$ cat src/rtl/cell_checker_pkg.sv
// Shared types and helpers for the standard-cell response checker.
// Holds the FSM encoding, mismatch-vector bit positions and the combinational golden functions.
package cell_checker_pkg;

    typedef enum logic [1:0] {
        ST_IDLE  = 2'd0,
        ST_CHECK = 2'd1,
        ST_DONE  = 2'd2
    } state_t;

    localparam int NUM_CELLS = 6;
    localparam int BIT_NAND  = 0;
    localparam int BIT_NOR   = 1;
    localparam int BIT_NOT   = 2;
    localparam int BIT_MUX   = 3;
    localparam int BIT_QP    = 4;
    localparam int BIT_QN    = 5;

    function automatic logic [3:0] golden_comb(input logic a, input logic b,
                                               input logic sel, input logic enb);
        logic [3:0] g;
        g           = '0;
        g[BIT_NAND] = ~(a & b);
        g[BIT_NOR]  = ~(a | b);
        g[BIT_NOT]  = ~a;
        g[BIT_MUX]  = enb & (sel ? b : a);
        return g;
    endfunction

endpackage

$ cat src/rtl/cell_checker_golden.sv
// Golden reference for the cells: combinational functions plus a model of the ffd.
// Produces the per-cell mismatch vector for the current stimulus and observed outputs.
module cell_checker_golden
    import cell_checker_pkg::*;
(
    input  logic                 clk,
    input  logic                 rst,
    input  logic                 clear,
    input  logic                 check,
    input  logic                 a,
    input  logic                 b,
    input  logic                 d,
    input  logic                 sel,
    input  logic                 enb,
    input  logic                 clr,
    input  logic                 pre,
    input  logic [NUM_CELLS-1:0] obs,
    output logic [NUM_CELLS-1:0] mis
);
    logic       exp_q;
    logic       exp_vld;
    logic [3:0] gold;

    // FF bits stay quiet until the model has seen one sample of the window.
    always_comb begin
        gold        = golden_comb(a, b, sel, enb);
        mis         = '0;
        mis[3:0]    = obs[3:0] ^ gold;
        mis[BIT_QP] = exp_vld & (obs[BIT_QP] != exp_q);
        mis[BIT_QN] = exp_vld & (obs[BIT_QN] != ~exp_q);
    end

    always_ff @(posedge clk) begin
        if (rst) begin
            exp_q   <= 1'b0;
            exp_vld <= 1'b0;
        end else if (clear) begin
            exp_vld <= 1'b0;
        end else if (check) begin
            exp_q   <= clr ? 1'b0 : (pre ? 1'b1 : d);
            exp_vld <= 1'b1;
        end
    end
endmodule

$ cat config.mk
export PLATFORM = sky130hd
export DESIGN_NAME = cell_checker_golden
export DESIGN_NICKNAME = d
export VERILOG_FILES = /design/src/rtl/cell_checker_pkg.sv /design/src/rtl/cell_checker_golden.sv
export SDC_FILE = /design/constraint.sdc
export NUM_CORES = 1
export LEC_CHECK = 0
export ABC_AREA = 0
export CORE_AREA = 3 3 40 42
export DETAILED_ROUTE_END_ITERATION = 8
export DIE_AREA = 0 0 43 45
export PLACE_DENSITY = 0.5
export SLEW_MARGIN = 20
export SYNTH_ARGS = -nofsm -noshare
export SYNTH_HDL_FRONTEND = slang
export SYNTH_SLANG_ARGS = --single-unit
$ cat constraint.sdc
create_clock -name clk -period 1.2 [get_ports clk]
set_input_delay 0.3 -clock clk [delete_from_list [all_inputs] [get_ports clk]]
set_output_delay 0.3 -clock clk [all_outputs]
set_load 0.01 [all_outputs]
==> impl_metrics.yaml, run 1 <==
status:
  status: "finished, violations left"
  violations: "negative setup slack"
grt:
  use_met1: 0.0649
  grt_busiest_layer: "met2"
  grt.met2_usage: 0.111
  grt_max_degree: 4
  antenna_found_initial: 0
  grt_overflow: 0
  grt.total_usage: 0.0666
  grt_pass1_wl_um: 910
  grt_pass1_vias: 240
  grt_util_met3: 0.0398
yosys:
  postSynthAreaPerCell_um2: 7.69
  yosysSeqAreaShare: 0.248
  synth_cells: 21
  async_reset_ff_frac: 0
  synth_common_cells: "nor2_1, xnor2_1, xor2_1"
  dominantRegCellSynth: "dfxtp_1"
  synth.distinct_cells: 12
  synth-edff-count: 0
  synth_area_leaders: "dfxtp_1, xnor2_1, xor2_1"
  yosys.area.top_type: "dfxtp_1"
  syn-num-nets: 38
  ys_warn_count: 0
  syn-cell-area_um2: 161
  synth_top_area_frac: 0.248
  ys_seq_elements: 2
worst_setup_path:
  crit_type: "in -> out"
  worst-path-max-fanout: 1
  end_kind: "output pin"
  arrival_ps: 1000
  cp.required_ps: 900
  rrSetupSlack_ps: 530
  critPathLaunchType: "primary input"
floorplan:
  core_area_um2: 1280
  num_rows: 13
  start_util: 0.126
  io_pins: 23
  fp.dieH_um: 45
  die_w_um: 43
  die-area_um2: 1940
sta:
  clock_skew_ps: 0
  tightest_slew_ps: 220
  max_freq_mhz: 768
  relSlewSlack: 0.852
  period_share: 1.08
  hold_slack_ps: 392
  final.setup.worst_slack_ps: -102
  setup_viol: 3
  grt_setup_unrepaired: "yes"
  final_hold_viol_count: 0
  fin_crit_ps: 1300
  slew_violations: 0
  setup_tns_ps: -161
finish:
  layout-drive-gt1-share: 0.471
  final_core_util: 0.370
  final_cells: 66
  diodes: 0
  syn_to_final_growth_pct: 195
  final_nets: 70
place:
  placedCellCount: 63
  port_buffers: 22
  place_congestion: 0.606
worst_hold_path:
  holdCritPathClass: "in -> reg"
route:
  routed_wl_um: 609
  vias: 254
  viasPerCell: 3.85
  drcViolationCount: 0
  drt-initial-drc-count: 2
  ant_nets: 0
  first_pass_iters: 4
  wl_per_cell_um: 9.23
clocking:
  clk_pin_slew_ps: 30
  clk_latency_ps: 220
  postCtsHoldBufs: 0
  cts_post_setup_buffers_inserted: 0
  root_buffer: "clkbuf_4"
  cts_tree: "built"
  cts_max_path_buffers: 2
  htreeDepth: 1
  cts_buffers: 3
  cts.sinks: 2
power_and_ir_drop:
  total_power_mw: 0.347
  p_per_area_nw_per_um2: 730
  ir_drop_mv: 0.459
  p_leak_nw: 0.259
flow_run:
  cap_violations: 0
==> layout by cell type, fill, tap and decap left out, types with 2 or more instances in the layout <==
cell type,count
dlygate4sd2_1,7
buf_2,6
buf_6,5
xor2_1,3
clkbuf_4,3
dlymetal6s2s_1,3
buf_4,3
xnor2_1,2
and2_1,2
nor2_1,2
clkdlybuf4s50_1,2
==> cells by family after synthesis <==
kind of cell	count (synthesis)	share of synthesized area
simple gates	9	0.271
xor+xnor	6	0.326
compound gates	2	0.0620
flops	2	0.248
mux	1	0.0698
buf+inv	1	0.0232
==> per-layer routing <==
metal  part of all wire  up-vias
met5                  0        -
met4                  0        0
met3              0.099        0
met2               0.47       21
met1               0.42      104
li1                   -      129
==> what timing repair did <==
action | CTS | global route
pin swaps | 9 | 5
setup endpoints to repair | 7 | 6
resized for setup | 54 | 9
==> final timing paths <==
path                              start       to  cells after the start
worst max-delay path                sel   mis[3]                      5
worst min-delay path              clear  exp_vld                      3
worst max register to register  exp_vld  exp_vld                      3
worst min register to register    exp_q    exp_q                      2
==> flip-flops by register name, indices dropped and copies added, names as in the netlist <==
register,count
exp_q,1
exp_vld,1
==> through the flow <==
stage	setup WS (ps)	cell area [µm²]
final	-102	475
after CTS	-83.9	440
after global routing	-133	475
after global placement	-905	438
after floorplan	64.2	161
after detailed placement	-921	438
==> final cells by class <==
type	count	area, µm²
multi-input combinational	18	151
clock buffer	3	22.5
tap	15	18.8
sequential	2	41.3
fill	139	810
inverter	1	3.75
timing repair buffer	27	238
==> report_power, final <==
part | total, mW | internal, mW | switching (mW) | leakage [nW]
Combinational | 0.132 | 0.0838 | 0.0486 | 0.228
Clock | 0.142 | 0.110 | 0.0322 | 0.0138
Sequential | 0.0725 | 0.0704 | 0.00218 | 0.0168
==> critical path, cell delays in order <==
cell and delay (ps):
buf_6 90, mux2_4 300, nand2_4 60, xnor2_2 100, buf_2 150
Power figures use the tool's default switching activity.
==> run 2, diff against run 1 <==
SLEW_MARGIN = not set   (was 20)
==> results of run 2 <==
The final DEF is identical to that of run 1; final timing and power are the same.
==> run 3, diff against run 2 <==
CTS_CLUSTER_SIZE = 24   (was not set)
==> results of run 3 <==
The final DEF is identical to that of run 1; final timing and power are the same.
